File: config.mk
export PLATFORM = sky130hd
export DESIGN_NAME = ahb3_boot_copier
export DESIGN_NICKNAME = d
export VERILOG_FILES = /design/src/rtl/ahb3_pkg.sv /design/src/rtl/ahb3_boot_copier.sv
export SDC_FILE = /design/constraint.sdc
export NUM_CORES = 1
export LEC_CHECK = 0
export BUFFER_PORTS_ARGS = -buffer_cell sky130_fd_sc_hd__buf_4
export CORE_MARGIN = 10
export CORE_UTILIZATION = 60
export DETAILED_ROUTE_END_ITERATION = 10
export PLACE_DENSITY = 0.87
export SKIP_LAST_GASP = 1
export SLEW_MARGIN = 15
export SYNTH_ARGS = -nofsm -noshare
export SYNTH_HDL_FRONTEND = slang
export SYNTH_SLANG_ARGS = --single-unit
File: constraint.sdc
create_clock -name clk -period 4.9 [get_ports clk]
set_clock_uncertainty 0.2 [all_clocks]
set_input_delay 0.49 -clock clk [delete_from_list [all_inputs] [get_ports clk]]
set_output_delay 0.49 -clock clk [all_outputs]
set_load 0.03 [all_outputs]
File: src/rtl/ahb3_pkg.sv
// Shared AHB3 encodings and the boot copier state type.
// Latency: n/a (declarations only). Backpressure: n/a.
package ahb3_pkg;

  localparam logic [1:0] HTRANS_IDLE     = 2'b00;
  localparam logic [1:0] HTRANS_NONSEQ   = 2'b10;
  localparam logic [2:0] HBURST_SINGLE   = 3'b000;
  localparam logic [2:0] HSIZE_WORD      = 3'b010;
  localparam logic [2:0] HSIZE_DWORD     = 3'b011;
  localparam logic [3:0] HPROT_DATA_PRIV = 4'b0011;
  localparam logic       HRESP_OKAY      = 1'b0;
  localparam logic       HRESP_ERROR     = 1'b1;

  typedef enum logic [2:0] {
    CP_IDLE,
    CP_RD_A,
    CP_RD_D,
    CP_WR_A,
    CP_WR_D,
    CP_ERR,
    CP_DONE
  } copier_state_t;

endpackage

File: src/rtl/ahb3_boot_copier.sv
// Boot-time block copier: AHB3 single-transfer initiator, one read then one write per word.
// Latency: 4 cycles per word with zero wait states, start to done = 4*len+1 cycles.
// Backpressure: every phase stalls on hready_i=0; start_i is ignored unless idle.
module ahb3_boot_copier
  import ahb3_pkg::*;
#(
  parameter int PLEN  = 32,
  parameter int XLEN  = 32,
  parameter int CNT_W = 16
) (
  input  logic             clk,
  input  logic             rst,
  input  logic             start_i,
  input  logic [PLEN-1:0]  src_addr_i,
  input  logic [PLEN-1:0]  dst_addr_i,
  input  logic [CNT_W-1:0] len_i,
  output logic             busy_o,
  output logic             done_o,
  output logic             err_o,
  output logic [PLEN-1:0]  ahb3_haddr_o,
  output logic [XLEN-1:0]  ahb3_hwdata_o,
  input  logic [XLEN-1:0]  ahb3_hrdata_i,
  output logic             ahb3_hwrite_o,
  output logic [2:0]       ahb3_hsize_o,
  output logic [2:0]       ahb3_hburst_o,
  output logic [3:0]       ahb3_hprot_o,
  output logic [1:0]       ahb3_htrans_o,
  output logic             ahb3_hmastlock_o,
  input  logic             ahb3_hready_i,
  input  logic             ahb3_hresp_i
);

  localparam int              AB   = $clog2(XLEN / 8);
  localparam logic [PLEN-1:0] STEP = PLEN'(XLEN / 8);

  copier_state_t    state;
  logic [PLEN-1:0]  src_q;
  logic [PLEN-1:0]  dst_q;
  logic [CNT_W-1:0] len_q;
  logic [CNT_W-1:0] count_q;
  logic [CNT_W-1:0] count_nxt;
  logic [PLEN-1:0]  src_nxt;

  function automatic logic [PLEN-1:0] align(input logic [PLEN-1:0] a);
    align = {a[PLEN-1:AB], {AB{1'b0}}};
  endfunction

  assign count_nxt = count_q + 1'b1;
  assign src_nxt   = src_q + STEP;

  assign ahb3_hsize_o     = (XLEN == 64) ? HSIZE_DWORD : HSIZE_WORD;
  assign ahb3_hburst_o    = HBURST_SINGLE;
  assign ahb3_hprot_o     = HPROT_DATA_PRIV;
  assign ahb3_hmastlock_o = 1'b0;

  // ahb3_hwdata_o doubles as the data register: loaded at the end of the read
  // data phase and left untouched until the next read completes.
  always_ff @(posedge clk or negedge rst) begin
    if (!rst) begin
      state         <= CP_IDLE;
      src_q         <= '0;
      dst_q         <= '0;
      len_q         <= '0;
      count_q       <= '0;
      busy_o        <= 1'b0;
      done_o        <= 1'b0;
      err_o         <= 1'b0;
      ahb3_haddr_o  <= '0;
      ahb3_hwdata_o <= '0;
      ahb3_hwrite_o <= 1'b0;
      ahb3_htrans_o <= HTRANS_IDLE;
    end else begin
      case (state)
        CP_IDLE: begin
          if (start_i) begin
            src_q   <= align(src_addr_i);
            dst_q   <= align(dst_addr_i);
            len_q   <= len_i;
            count_q <= '0;
            err_o   <= 1'b0;
            busy_o  <= 1'b1;
            if (len_i == '0) begin
              state  <= CP_DONE;
              done_o <= 1'b1;
            end else begin
              state         <= CP_RD_A;
              ahb3_htrans_o <= HTRANS_NONSEQ;
              ahb3_haddr_o  <= align(src_addr_i);
              ahb3_hwrite_o <= 1'b0;
            end
          end
        end

        CP_RD_A: begin
          if (ahb3_hready_i) begin
            state         <= CP_RD_D;
            ahb3_htrans_o <= HTRANS_IDLE;
          end
        end

        CP_RD_D: begin
          if (ahb3_hready_i) begin
            if (ahb3_hresp_i == HRESP_ERROR) begin
              state <= CP_ERR;
            end else begin
              ahb3_hwdata_o <= ahb3_hrdata_i;
              state         <= CP_WR_A;
              ahb3_htrans_o <= HTRANS_NONSEQ;
              ahb3_haddr_o  <= dst_q;
              ahb3_hwrite_o <= 1'b1;
            end
          end
        end

        CP_WR_A: begin
          if (ahb3_hready_i) begin
            state         <= CP_WR_D;
            ahb3_htrans_o <= HTRANS_IDLE;
          end
        end

        CP_WR_D: begin
          if (ahb3_hready_i) begin
            if (ahb3_hresp_i == HRESP_OKAY) begin
              count_q <= count_nxt;
              src_q   <= src_nxt;
              dst_q   <= dst_q + STEP;
              if (count_nxt == len_q) begin
                state  <= CP_DONE;
                done_o <= 1'b1;
              end else begin
                state         <= CP_RD_A;
                ahb3_htrans_o <= HTRANS_NONSEQ;
                ahb3_haddr_o  <= src_nxt;
                ahb3_hwrite_o <= 1'b0;
              end
            end else begin
              state <= CP_ERR;
            end
          end
        end

        CP_ERR: begin
          err_o  <= 1'b1;
          state  <= CP_DONE;
          done_o <= 1'b1;
        end

        CP_DONE: begin
          done_o <= 1'b0;
          busy_o <= 1'b0;
          state  <= CP_IDLE;
        end

        default: begin
          state         <= CP_IDLE;
          busy_o        <= 1'b0;
          done_o        <= 1'b0;
          ahb3_htrans_o <= HTRANS_IDLE;
        end
      endcase
    end
  end

endmodule

# Yosys cells after proc, flatten, opt, wreduce, memory -nomap -nowiden
# Cells that the tools add are included.
# totals
out_inout_bits,81
input_bits,117
elab_cells,113
ff_bits,169
# op_classes
addsub,3
muxes,57
reduce_logical,18
eq_ne,19
bitwise_logic,4
# op_table
operator,count
2-to-1 mux 32 bit,13
one-hot mux 32 bit (2 select lines),2
one-hot mux 32 bit (3 select lines),1
"adder 32 x 3 -> 32 bit, second input constant",2
2-to-1 mux 16 bit,3
one-hot mux 16 bit (2 select lines),1
2-to-1 mux 3 bit,9
"inequality test 2 bit, second input constant",11
one-hot mux 3 bit (6 select lines),1
"adder 16 x 1 -> 16 bit, second input constant",1
equality test 16 bit,1
zero test 16 bit,1
2-to-1 mux 2 bit,8
2-to-1 mux 1 bit,14
one-hot mux 2 bit (5 select lines),1
"equality test 3 bit, second input constant",3
AND reduction 9 bit,1
AND reduction 8 bit,1
"equality test 3 x 2 -> 1 bit, second input constant",2
AND reduction 2 bit,3
AND reduction 6 bit,1
AND reduction 5 bit,1
OR reduction 5 bit,1
NOT 1 bit,4
12 further kinds,15

# Depth between registers and ports, before layout
# Gate-level depths: netlist of the first run.
# logic_depth
ltp_word,6
mapped_depth,9
depth_no_buf,8

# Least setup slack after synthesis of the first run
# Ideal clock, no wire load.
# synth_path
path_kind,flip-flop to flip-flop
start,register count_q[0]
end,register ahb3_haddr_o[10]
setup_slack_ns,2.034
stages_incl_launch_ff,10
t_required_ns,4.575
arrival_time_ns,2.540
setup_ns,0.125
cell_sequence,dfrtp_1 > ha_1 > xnor3_1 > nand3_1 > a311oi_1 > nand4b_1 > o41ai_2 > a2111oi_4 > buf_6 > mux2_4
# synth_between
elab_chain_cells,4
# synth_rtl
element,line,rtl
start: declaration,ahb3_boot_copier.sv:40,logic [CNT_W-1:0] count_q;
start signal: assignment,ahb3_boot_copier.sv:125,count_q <= count_nxt;
adder 16 x 1 -> 16 bit,ahb3_boot_copier.sv:48,assign count_nxt = count_q + 1'b1;
equality test 16 bit,ahb3_boot_copier.sv:128,if (count_nxt == len_q) begin
inequality test 2 bit (no source line),-,
AND reduction 8 bit (no source line),-,
end signal: assignment,ahb3_boot_copier.sv:88,ahb3_haddr_o <= align(src_addr_i);
end signal: assignment,ahb3_boot_copier.sv:109,ahb3_haddr_o <= dst_q;
end signal: assignment,ahb3_boot_copier.sv:134,ahb3_haddr_o <= src_nxt;
end: declaration,ahb3_boot_copier.sv:20,"output logic [PLEN-1:0] ahb3_haddr_o,"
# Every way passes these cells.
# A chain may end at the register's enable or synchronous reset.

# Final worst setup path of the first run
# layout_path
start,register count_q[0]
end,register ahb3_haddr_o[9]
# The elaborated chain is that of the path after synthesis.

==> qor.yml, run 1 <==
global_route:
  met1_usage_pct: 30.3
  grtUsageTotal_pct: 24.3
  grt_overflow: 0
  busiest_layer: "met2"
  use_met3_pct: 8.54
  antenna_found_initial: 0
  grt_max_degree: 101
  grt_util_met2_pct: 38.3
  grt_pass1_wl_um: 43000
  grt_pass1_vias: 8520
setup_path:
  cp-start-kind: "flop"
  setup.worst_path.end_class: "flop"
  r2r_end: "ahb3_haddr_o[9]$_DFFE_PN0P_"
  cp.arrival_ns: 3.56
  r2r_start: "count_q[0]$_DFFE_PN0P_"
  crit_fanout: 33
  crit_type: "reg2reg"
  rrSetupSlack_ns: 1.45
  cp_data_required_time_ns: 5.01
  r2r_cells: 9
detailed_routing:
  vias: 8415
  drtIter0Drc: 959
  viasPerCell: 6.17
  route.detailed.drc: 0
  ant_nets: 0
  drt_pass1_iterations: 6
  wl_um: 26500
  wl_per_cell_um: 19.4
synth:
  netlist_top_cells_area: "dfrtp_1 (43%), mux2_2 (6.2%), a21oi_1 (5.5%), o21ai_0 (4.6%), mux2_4 (4.2%)"
  ys_warn_count: 0
  synth_cell_types: 65
  ys_seq_area_share_pct: 43.4
  synthArstFlopShare_pct: 100
  synth-edff-count: 0
  syn-instance-count: 994
  ys_seq_elements: 163
  synth-main-ff-cell: "dfrtp_1"
  synth_top_area_share_pct: 43.4
  syn_area_um2: 9400
  avgSynthCellArea_um2: 9.45
  synth_area_leader_cell: "dfrtp_1"
clocking:
  cts-buffers-inserted: 17
  postCtsSetupBuffers: 0
  cts_resized: 0
  cts_tree: "built"
  h-tree-depth: 4
  clk_pin_slew_ns: 0.06
  cts_buffer_depth: 2
  cts_root_buf: "clkbuf_16"
  cts_hold_buf: 1
  cts_sinks: 163
  clock_latency_ns: 0.44
floorplan:
  die_h_um: 145
  initial_utilization_pct: 61.6
  core_area_um2: 15300
  placementRows: 45
  dieArea_um2: 21100
  die_w_um: 145
  pin_count: 198
min_path:
  min_from: "ahb3_hrdata_i[13]"
  hold_path_end: "ahb3_hwdata_o[13]$_DFFE_PN0P_"
  min_path_type: "in2reg"
  hold_depth: 2
power_and_ir_drop:
  pwr_density_cell_nw_per_um2: 637
  irDropWorstVdd_mv: 0.537
  p_leak_nw: 4.99
final_layout:
  final_cell_mix: "buf_4 (197), dfrtp_1 (163), a21oi_1 (103)"
  nets: 1261
  area_growth_pct: 20.9
  antenna_cells: 0
  final_common_cell: "buf_4"
  drive_gt1_share_pct: 28.1
timing:
  maxSlewViolCount: 0
  setup_violations: 0
  finalCritPeriodShare_pct: 70.3
  holdWs_ns: 0.0845
  relSlewSlack_pct: 32.7
  max_clock_freq_mhz: 290
  rsz0062_at_grt: "false"
  min_period_ns: 3.45
  fin_setup_tns_ns: 0
  finalHoldViolations: 0
  worst_slew_pin_slew_ns: 1.01
flow_run:
  drv_cap: 0
placement:
  place.port_buffers: 181
  gp_congestion: 0.914
  place.detailed.hpwl_um: 18600
outcome:
  status: "completed"
-- cell usage after synthesis (3+ instances only) --
cell / number
o21a_1: 5
a31oi_1: 8
inv_1: 15
o22ai_1: 26
xor2_1: 22
nand4_1: 12
nor2_1: 70
a221o_1: 9
buf_6: 10
a22oi_1: 21
ha_1: 3
buf_4: 15
or2_2: 4
xnor2_1: 23
buf_1: 5
dfrtp_1: 163
and3_1: 24
a21o_1: 5
a21oi_1: 104
o21ai_0: 87
nor4_2: 3
nand2b_1: 8
nand3_1: 32
mux2_2: 52
nor2b_1: 4
clkbuf_1: 43
nor4_1: 10
buf_2: 4
a22o_1: 5
o211ai_1: 5
mux2_4: 26
mux2i_1: 7
and4_1: 3
o31ai_1: 6
nand2_1: 96
nor3_1: 14
or3_1: 5
and2_1: 5
-- cell type report --
type,count,area (um2)
fillers,1064,3890
flip-flops and latches,163,4080
well taps,211,264
clock inverters,9,155
repair buffers,199,1500
clock buffers,21,460
multi-input cells,745,4850
inverters,15,56.3
-- metal layers --
metal | vias up | wire (um)
li1 | 3867 | -
met1 | 4038 | 10500
met2 | 463 | 12600
met3 | 47 | 2880
met4 | 0 | 519
met5 | - | 0
-- stage by stage --
step | utilization [%] | power [mW] | setup slack, ns | instance area (um2) | std cells
detailed placement | 70.4 | 5.81 | 1.53 | 10700 | 1332
CTS | 74.5 | 7.24 | 1.48 | 11400 | 1363
global route | 74.5 | 7.67 | 1.19 | 11400 | 1363
floorplan | - | 4.76 | 2.03 | 9430 | 1004
global placement | 70.4 | 5.68 | 1.57 | 10700 | 1332
finish | 74.5 | 7.24 | 1.45 | 11400 | 1363
-- flip-flops by register name, indices dropped and copies added (netlist names) --
| register | flops |
|---|---|
| ahb3_htrans_o | 1 |
| err_o | 1 |
| dst_q | 30 |
| len_q | 16 |
| state | 3 |
| ahb3_hwdata_o | 32 |
| ahb3_hwrite_o | 1 |
| count_q | 16 |
| done_o | 1 |
| ahb3_haddr_o | 31 |
| src_q | 30 |
| busy_o | 1 |
-- worst max path at each step --
| stage | start | slack, ns | cells past startpoint | endpoint |
|---|---|---|---|---|
| finish | count_q[0]$_DFFE_PN0P_ | 1.45 | 9 | ahb3_haddr_o[9]$_DFFE_PN0P_ |
| global route | count_q[0]$_DFFE_PN0P_ | 1.19 | 9 | ahb3_haddr_o[25]$_DFFE_PN0P_ |
| CTS | count_q[0]$_DFFE_PN0P_ | 1.48 | 9 | ahb3_haddr_o[9]$_DFFE_PN0P_ |
| detailed placement | count_q[0]$_DFFE_PN0P_ | 1.53 | 9 | ahb3_haddr_o[9]$_DFFE_PN0P_ |
| global placement | count_q[0]$_DFFE_PN0P_ | 1.57 | 9 | ahb3_haddr_o[25]$_DFFE_PN0P_ |
| floorplan | count_q[0]$_DFFE_PN0P_ | 2.03 | 9 | ahb3_haddr_o[10]$_DFFE_PN0P_ |
-- critical path, stage by stage (launching register included) --
cell and delay, ns:
dfrtp_1 0.48, ha_1 0.31, xnor3_1 0.39, nand3_1 0.10
a311oi_1 0.30, nand4b_1 0.21, o41ai_2 0.46, a2111oi_4 0.12
buf_4 0.38, mux2_4 0.37
-- power by group --
group / internal [mW] / total, mW / switching (mW)
combinational: 1.45 / 3.28 / 1.82
clock: 0.873 / 1.41 / 0.534
sequential: 1.95 / 2.55 / 0.605
-- cell families after synthesis --
group / after synthesis / synth area share [%]
XOR/XNOR: 46 / 4.43
flip-flops: 163 / 43.4
AO/OA/AOI/OAI: 295 / 18.7
multiplexers: 85 / 11.1
AND/OR/NAND/NOR: 303 / 16.1
adder cells (fa/ha/maj): 4 / 0.506
buffers and inverters: 96 / 5.62
other: 2 / 0.0799
No activity file was read; power rests on OpenSTA's default activity.
==> inputs of run 2 (changes only) <==
--- a/config.mk
+++ b/config.mk
@@ -7,9 +7,9 @@
 export LEC_CHECK = 0
 export BUFFER_PORTS_ARGS = -buffer_cell sky130_fd_sc_hd__buf_4
 export CORE_MARGIN = 10
-export CORE_UTILIZATION = 60
+export CORE_UTILIZATION = 56
 export DETAILED_ROUTE_END_ITERATION = 10
-export PLACE_DENSITY = 0.87
+export PLACE_DENSITY = 0.82
 export SKIP_LAST_GASP = 1
 export SLEW_MARGIN = 15
 export SYNTH_ARGS = -nofsm -noshare
==> constraint.sdc (replaced) <==
create_clock -name clk -period 3.6 [get_ports clk]
set_clock_uncertainty 0.2 [all_clocks]
set_input_delay 0.36 -clock clk [delete_from_list [all_inputs] [get_ports clk]]
set_output_delay 0.36 -clock clk [all_outputs]
set_load 0.03 [all_outputs]
==> run 2 against run 1 <==
- sequential cell count unchanged
- non-clock buffer count grew 54
- utilization is 2.0 points lower
- final cell count grew 4.8%
- worst hold slack worse by 0.077 ns
- critical path type unchanged
- critical endpoint is now ahb3_haddr_o[24]$_DFFE_PN0P_
- largest cell class unchanged
- highest routed layer is now met5
==> qor.yml, run 2 (synthesized netlist as in run 1, its figures left out) <==
clocking:
  cts_tree: "built"
  clk_pin_slew_ns: 0.06  # about the same
  cts_sinks: 163  # unchanged
  cts_root_buf: "clkbuf_16"
  cts_resized: 0  # unchanged
  postCtsSetupBuffers: 0  # unchanged
  clock_latency_ns: 0.44  # about the same
  h-tree-depth: 4  # unchanged
  cts-buffers-inserted: 17  # unchanged
  cts_buffer_depth: 2  # unchanged
global_route:
  use_met3_pct: 8.91  # +0.37 points
  grt_pass1_vias: 8532  # +0.14%
  antenna_found_initial: 1  # +1
  grt_max_degree: 99  # -2.0%
  grtUsageTotal_pct: 24.8  # +0.49 points
  busiest_layer: "met2"
  grt_util_met2_pct: 38.6  # +0.36 points
  grt_overflow: 0  # unchanged
  met1_usage_pct: 30.8  # +0.51 points
  grt_pass1_wl_um: 44900  # +4.5%
setup_path:
  r2r_cells: 8  # -1
  r2r_end: "ahb3_haddr_o[24]$_DFFE_PN0P_"
  rrSetupSlack_ns: 0.29  # -1.16 ns
  setup.worst_path.end_class: "flop"
  critPathTopFamily: "simple AND/OR/NAND/NOR gates"
  cp.depth: 8  # -1
  critPathCapture: "ahb3_haddr_o[24]$_DFFE_PN0P_"
  crit_type: "reg2reg"
  cp.arrival_ns: 3.43  # -0.13 ns
  r2r_start: "count_q[4]$_DFFE_PN0P_"
  cp_num_buf_inv: 1  # unchanged
  crit_path_max_incr_delay_ns: 0.60  # +0.12 ns
  cp-startpoint: "count_q[4]$_DFFE_PN0P_"
  cp_data_required_time_ns: 3.72  # -1.29 ns
  cp-start-kind: "flop"
  crit_fanout: 33  # unchanged
  crit_slowest_cell: "dfrtp_1"
  cp_cell_sequence: "nand3_2, nor3_1, a311oi_1, nand4b_1, o41ai_2, a2111oi_4, buf_12, mux2_2"
detailed_routing:
  vias: 8622  # +2.5%
  wl_um: 28000  # +5.9%
  wl_per_cell_um: 19.6  # +1.1%
  viasPerCell: 6.04  # -2.2%
  drtIter0Drc: 1097  # +14%
  route.detailed.drc: 0  # unchanged
  ant_nets: 0  # unchanged
  drt_pass1_iterations: 6  # unchanged
placement:
  place.port_buffers: 181  # unchanged
  place.detailed.hpwl_um: 18500  # -0.74%
  placed_area_um2: 10800  # +0.78%
  gp_congestion: 0.916  # +0.30%
timing:
  maxSlewViolCount: 0  # unchanged
  setup_violations: 0  # unchanged
  rsz0062_at_grt: "false"
  worst_slew_pin_slew_ns: 0.685  # -0.322 ns
  max_clock_freq_mhz: 302  # +4.1%
  min_period_ns: 3.31  # -0.136 ns
  finalHoldViolations: 0  # unchanged
  finalCritPeriodShare_pct: 92.0  # +22 points
  fin_setup_tns_ns: 0  # unchanged
  relSlewSlack_pct: 54.3  # +22 points
final_layout:
  multi_input_area_um2: 4850  # unchanged
  drive_gt1_share_pct: 27.2  # -0.89 points
  nFillCells: 1161  # +9.1%
  top_register: "ahb3_hwdata_o"
  final_common_cell: "buf_4"
  nets: 1315  # +4.3%
  antenna_cells: 0  # unchanged
  largest_reg_flops: 32  # unchanged
  area_growth_pct: 27.5
  final_cell_mix: "buf_4 (196), dfrtp_1 (163), a21oi_1 (103)"
  layout.area.seq_um2: 4080  # unchanged
  final_cell_area_um2: 12000  # +5.5%
  largestRegisters: "ahb3_hwdata_o (32), ahb3_haddr_o (31)"
floorplan:
  dieArea_um2: 22400  # +6.1%
  core_area_um2: 16500  # +8.3%
  pin_count: 198  # unchanged
  die_w_um: 150  # +3.0%
  placementRows: 47  # +4.4%
  die_h_um: 150  # +3.0%
  initial_utilization_pct: 56.9  # -4.7 points
min_path:
  min_path_type: "in2reg"
power_and_ir_drop:
  irDropWorstVdd_mv: 0.553  # +2.9%
  p_leak_nw: 5.25  # +5.1%
  finalPower_mw: 10.1  # +39%
  pwr_density_cell_nw_per_um2: 839  # +32%
flow_run:
  drv_cap: 0  # unchanged
outcome:
  status: "completed"
## run 2: changes by cell type in the layout (fill, tap and decap cells not counted)
cell,delta
buf_4,-1
buf_12,+4
bufinv_16,+1
clkinvlp_4,-1
dlygate4sd3_1,+51
clkinv_2,+1
clkinv_4,+3
clkbuf_8,-2
## run 2: layer usage
metal | share of wire, % | wire (um)
met1 | 39 | 11000
met2 | 47 | 13000
met3 | 11 | 3060
met4 | 3.2 | 897
met5 | 0.046 | 13
## run 2: worst min path at each step
| stage | to | cells after the start | start | slack (ns) |
|---|---|---|---|---|
| finish | dst_q[31]$_DFFE_PN0P_ | 3 | dst_addr_i[31] | 0.007 |
| global route | dst_q[31]$_DFFE_PN0P_ | 3 | dst_addr_i[31] | 0.01 |
| CTS | dst_q[31]$_DFFE_PN0P_ | 3 | dst_addr_i[31] | 0.00006 |
| detailed placement | ahb3_hwdata_o[12]$_DFFE_PN0P_ | 1 | rst | 0.18 |
| global placement | ahb3_hwdata_o[27]$_DFFE_PN0P_ | 1 | rst | 0.19 |
| floorplan | ahb3_haddr_o[10]$_DFFE_PN0P_ | 0 | rst | -0.14 |
## run 2: area by class of cell
type / count / area share (%)
Inverter: 15 / 0.470
Clock buffer: 19 / 3.61
Timing Repair Buffer: 253 / 17.4
Tap cell: 220 / 2.30
Multi-Input combinational cell: 745 / 40.5
Clock inverter: 13 / 1.74
Sequential cell: 163 / 34.0
## run 2: through the flow
step	std cells	setup WS, ns	utilization [%]	hold WS, ns
6_report	1428	0.289	72.5	0.00704
3_3_place_gp	1344	0.489	65.5	0.188
4_1_cts	1428	0.400	72.5	0.0000627
2_1_floorplan	1004	0.734	-	-0.136
5_1_grt	1428	0.173	72.5	0.0104
3_5_place_dp	1344	0.456	65.5	0.183
## run 2: worst min-delay path: cells and delay by family
family	cells	cell delay [ns]
buf+inv	1	0.10
compound gates	2	0.15
## run 2: repair_timing
action	CTS	global route
hold endpoints to repair	113	0
endpoints found under the setup margin	0	0
hold buffers	52	0
## run 2: report_power, final
part | total [mW] | internal [mW] | switching (mW) | leakage (nW)
clock network | 2.01 | 1.23 | 0.784 | 0.303
logic | 4.60 | 2.05 | 2.56 | 2.99
registers | 3.44 | 2.65 | 0.788 | 1.95
